**src/rtl/pipeline_register.sv**
```systemverilog
// ---------------------------------------------------------------------------
// pipeline_register
//   Generic pipeline stage register placed between consecutive stages
//   (IF/ID, ID/EX, EX/MEM, MEM/WB). It carries a packed bundle of stage
//   signals and applies per-stage and pipeline-wide flow control.
//
// Parameters
//   WIDTH        bundle width in bits (>= 1)
//   RESET_VALUE  value loaded while rst is high
//   FLUSH_VALUE  bubble/NOP encoding loaded on a flush
//
// Ports
//   clk             rising-edge clock
//   rst             synchronous active-high reset
//   flush_i         local flush, loads FLUSH_VALUE
//   global_flush_i  pipeline-wide flush, same effect as flush_i
//   write_en_i      local load enable (0 = hold)
//   global_stall_i  pipeline-wide stall (1 = hold)
//   data_i          bundle from the upstream stage
//   data_o          registered bundle to the downstream stage
// ---------------------------------------------------------------------------
module pipeline_register #(
  parameter int unsigned       WIDTH       = 32,
  parameter logic [WIDTH-1:0]  RESET_VALUE = '0,
  parameter logic [WIDTH-1:0]  FLUSH_VALUE = '0
) (
  input  logic             clk,
  input  logic             rst,
  input  logic             flush_i,
  input  logic             global_flush_i,
  input  logic             write_en_i,
  input  logic             global_stall_i,
  input  logic [WIDTH-1:0] data_i,
  output logic [WIDTH-1:0] data_o
);

  logic [WIDTH-1:0] data_q;
  logic             flush;
  logic             load;

  // Either flush source kills the stage contents; a flush wins over any hold.
  assign flush = flush_i | global_flush_i;
  assign load  = write_en_i & ~global_stall_i;

  always_ff @(posedge clk) begin
    if (rst)        data_q <= RESET_VALUE;
    else if (flush) data_q <= FLUSH_VALUE;
    else if (load)  data_q <= data_i;
  end

  // Output comes straight from the register: no input-to-output path.
  assign data_o = data_q;

endmodule

```
**config.mk**
```make
export PLATFORM = sky130hd
export DESIGN_NAME = pipeline_register
export DESIGN_NICKNAME = d
export VERILOG_FILES = /design/src/rtl/pipeline_register.sv
export SDC_FILE = /design/constraint.sdc
export NUM_CORES = 1
export LEC_CHECK = 0
export CORE_AREA = 2 2 58 73
export CTS_CLUSTER_DIAMETER = 200
export DETAILED_ROUTE_END_ITERATION = 7
export DIE_AREA = 0 0 60 75
export PLACE_DENSITY = 0.74
export SYNTH_ARGS = -nofsm -noshare
export SYNTH_HDL_FRONTEND = slang
export SYNTH_SLANG_ARGS = --single-unit
```
**constraint.sdc**
```tcl
create_clock -name clk -period 0.9 [get_ports clk]
set_input_delay 0.18 -clock clk [delete_from_list [all_inputs] [get_ports clk]]
set_output_delay 0.18 -clock clk [all_outputs]
set_load 0.05 [all_outputs]
```
Word level (Yosys, flattened, before mapping)
Index checks and enable logic that the tools add are counted.
Widths: inputs -> output; s select.
Word-level totals
  register bits: 32
  bits of input ports: 38
  output and inout port bits: 32
  word-level logic and storage cells: 5
Operators by class
  bitwise gates (word level): 3
  reductions and logical operators: 1
Operator list (count)
  $reduce_or 2->1: 1
  $and 1x1->1: 1
  $not 1->1: 1
  $or 1x1->1: 1

Longest topological paths before layout
  depth in word-level cells: 2
  depth in mapped cells: 5

Worst setup path after synthesis
Ideal clock, no wire load.
  path kind: input -> register
  from: input port rst
  to: register data_q[0] (netlist: data_o[0])
  arrival: 906 ps
  data required time: 834 ps
  slack: -72 ps
  cell stages on the path: 4
  cell sequence: or3_1 -> buf_6 -> buf_6 -> a21oi_2
Between the ends
  longest elaborated chain between the ends: 1
RTL lines
  from (decl): RTL line 28  | input logic rst,
  $reduce_or 2->1 (no line)
  to (signal assigned): RTL line 48  | else if (load) data_q <= data_i;
  to (decl): RTL line 37  | logic [WIDTH-1:0] data_q;
No other way between the ends.
A chain may end at the register's enable or synchronous reset.

Final worst setup path
  from: register data_q[10] (netlist: data_o[10])
  to: output port data_o[10]
RTL lines
  to (decl): RTL line 34  | output logic [WIDTH-1:0] data_o
No word-level cell between the ends.

==> results.toml <==
[global_route]
antenna_found_initial = 0
grt_max_degree = 16
grt_util_all_layers_pct = 17.6
grt_pass1_wl_mm = 5.79
grt_pass1_vias = 1221
grt_overflow_total = 0

[timing]
slew_viol_final = 0
slew-limit-headroom_pct = 88.0
setup_slack_ns = -0.0558
worstMarginPinSlew_ns = 0.181
rsz0062_at_grt = "yes"
layout_min_cycle_time_ns = 0.956
hold_viol_final = 0
clock_skew_ns = 0
max_freq_mhz = 1050
post-route-period-util_pct = 106
whs_ns = 0.428
finalSetupViolations = 32

[worst_setup_path]
path_buf_inv = 1
reg2reg_depth = 4
cpMaxStageDelayCell = "dfxtp_2"
crit_path_max_fanout = 2
reg2reg_slack_ns = 0.07
setup.worst_path.end_class = "output port"
worstPathArrival_ns = 0.78
worst_setup_path_start_kind = "register"
worstSetupPathType = "reg -> out"
r2r_end = "data_o[10]"
required_ns = 0.72
path_delay_family = "flip-flops"
critPathMaxStageDelay_ns = 0.36
timing.rr.start = "data_o[10]"
worstPathCellList = "buf_12"

[yosys]
yosys.cell_types.count = 10
netlist_area_sq_um = 1250
ys_ff_latch = 32
yosysWarnings = 0
syn_area_per_cell_sq_um = 8.78
synth_nets = 180
syn_inst = 142
yosysSeqAreaShare_pct = 51.4

[final_layout]
drive_gt1_share_pct = 56.1
largest_register_ffs = 32
antenna-diode-count = 0
nNetsFinal = 266
area_growth_pct = 112

[detailed_routing]
vias_per_cell = 4.58
ant_nets = 0
firstDrtPassIters = 4
drc_errors = 0
dr_total_vias = 1292
wl_per_cell_microns = 13.8
drt_iter0_drc = 36
routed_wl_mm = 3.89

[die]
die_h_microns = 75
row_count = 25
initial_core_util_pct = 33.0
die_x_microns = 60
die_area_sq_um = 4500
coreArea_sq_um = 3780
boundaryPins = 70

[hold_path]
hold_class = "in -> reg"
whs_endpoint = "data_o[12]"
hold_path_depth = 4
hp-start = "flush_i"

[clock_tree]
clock_sinks = 32
cts_hold_buf = 0
cts_tree = "done"
insertion_delay_ns = 0.27
htreeDepth = 2
clockBufferDepth = 2
cts_made_buffers = 5
cts-root-buf = "clkbuf_8"
cts.clk_slew.worst_paths_ns = 0.07

[power]
peakVddDrop_v = 0.000971
p_per_area_nw_per_um2 = 1130
leakage_nw = 0.962
total_power_mw = 2.98

[placement]
io_buffer_count = 69
gp_congestion = 0.718
dp_hpwl_mm = 2.29

[outcome]
status = "finished with violations"
violations = "negative setup slack"

[job]
maxCapViolCount = 0
-- through the flow --
step	instance area (sq um)	setup TNS [ns]	cells	setup slack, ns	util [%]
final	2650	-1.40	282	-0.0558	69.9
after detailed placement	2300	-18.44	259	-0.599	60.9
after CTS	2590	-1.52	275	-0.0538	68.4
after global placement	2300	-17.78	259	-0.566	60.9
after floorplan	1250	-2.15	142	-0.0717	-
after global routing	2650	-2.13	282	-0.0764	69.9
-- metal layers --
layer | GRT usage [%] | routed length [microns] | up-vias
met5 | 0 | 0 | -
met4 | 6.91 | 66 | 0
met3 | 5.50 | 219 | 7
met2 | 30.8 | 2150 | 50
met1 | 19.7 | 1450 | 610
li1 | - | - | 625
-- where the power goes --
group / internal (mW) / leakage [nW] / switching [mW] / total [mW]
logic: 0.291 / 0.647 / 0.221 / 0.512
registers: 1.44 / 0.274 / 0.0170 / 1.45
clock network: 0.525 / 0.0410 / 0.494 / 1.02
total: 2.25 / 0.962 / 0.732 / 2.98
-- area by class of cell --
class | count | area (sq um)
Multi-Input combinational cell | 99 | 567
Sequential cell | 32 | 681
Timing Repair Buffer | 90 | 1250
Fill cell | 287 | 1140
Clock buffer | 6 | 72.6
Clock inverter | 1 | 5.00
Tap cell | 54 | 67.6
-- Yosys cell counts (all sizes together) --
| library cell | instances | area [sq um] |
|---|---|---|
| a21oi | 32 | 273 |
| buf | 7 | 60.1 |
| clkbuf | 4 | 15.0 |
| dfxtp | 32 | 641 |
| nand2 | 64 | 240 |
| nand2b | 1 | 6.26 |
| nor2b | 1 | 6.26 |
| or3 | 1 | 6.26 |
-- worst min-delay path, cell delays in order --
cell	delay [ns]
buf_2	0.08
or3_4	0.22
buf_16	0.16
a21oi_2	0.03
-- how the worst max path moves through the flow --
stage	startpoint	end	slack (ns)	cells after the start
2_1_floorplan	rst	data_o[0]	-0.07	4
3_3_place_gp	rst	data_o[27]	-0.57	4
3_5_place_dp	rst	data_o[31]	-0.60	4
4_1_cts	data_o[0]	data_o[0]	-0.05	1
5_1_grt	data_o[10]	data_o[10]	-0.08	1
6_report	data_o[10]	data_o[10]	-0.06	1
-- cell families after synthesis --
kind of cell / Yosys count / share of synthesized area [%]
flip-flops: 32 / 51.4
buffers and inverters: 11 / 6.02
AO/OA/AOI/OAI: 32 / 21.9
AND/OR/NAND/NOR: 67 / 20.8
-- what timing repair did --
item	in CTS	in global routing
gates cloned	5	0
resized for setup	57	3
endpoints found under the setup margin	64	46
setup buffers	4	7
pin swaps	1	1
-- cell usage in the layout, fill, tap and decap left out --
cell type         n
dfxtp_2          32
or3_4             1
clkbuf_1          1
a21oi_4           1
a21oi_2          31
clkbuf_2          1
clkbuf_8          5
buf_16            3
buf_2             1
buf_12           33
dlygate4sd2_1     1
buf_4            13
buf_6             2
nand2b_4          1
nor2b_4           1
buf_8             2
clkdlybuf4s50_1  32
nand2_1          64
clkinv_2          1
clkdlybuf4s15_1   2
Note: power is estimated with default switching activity, not from simulation.
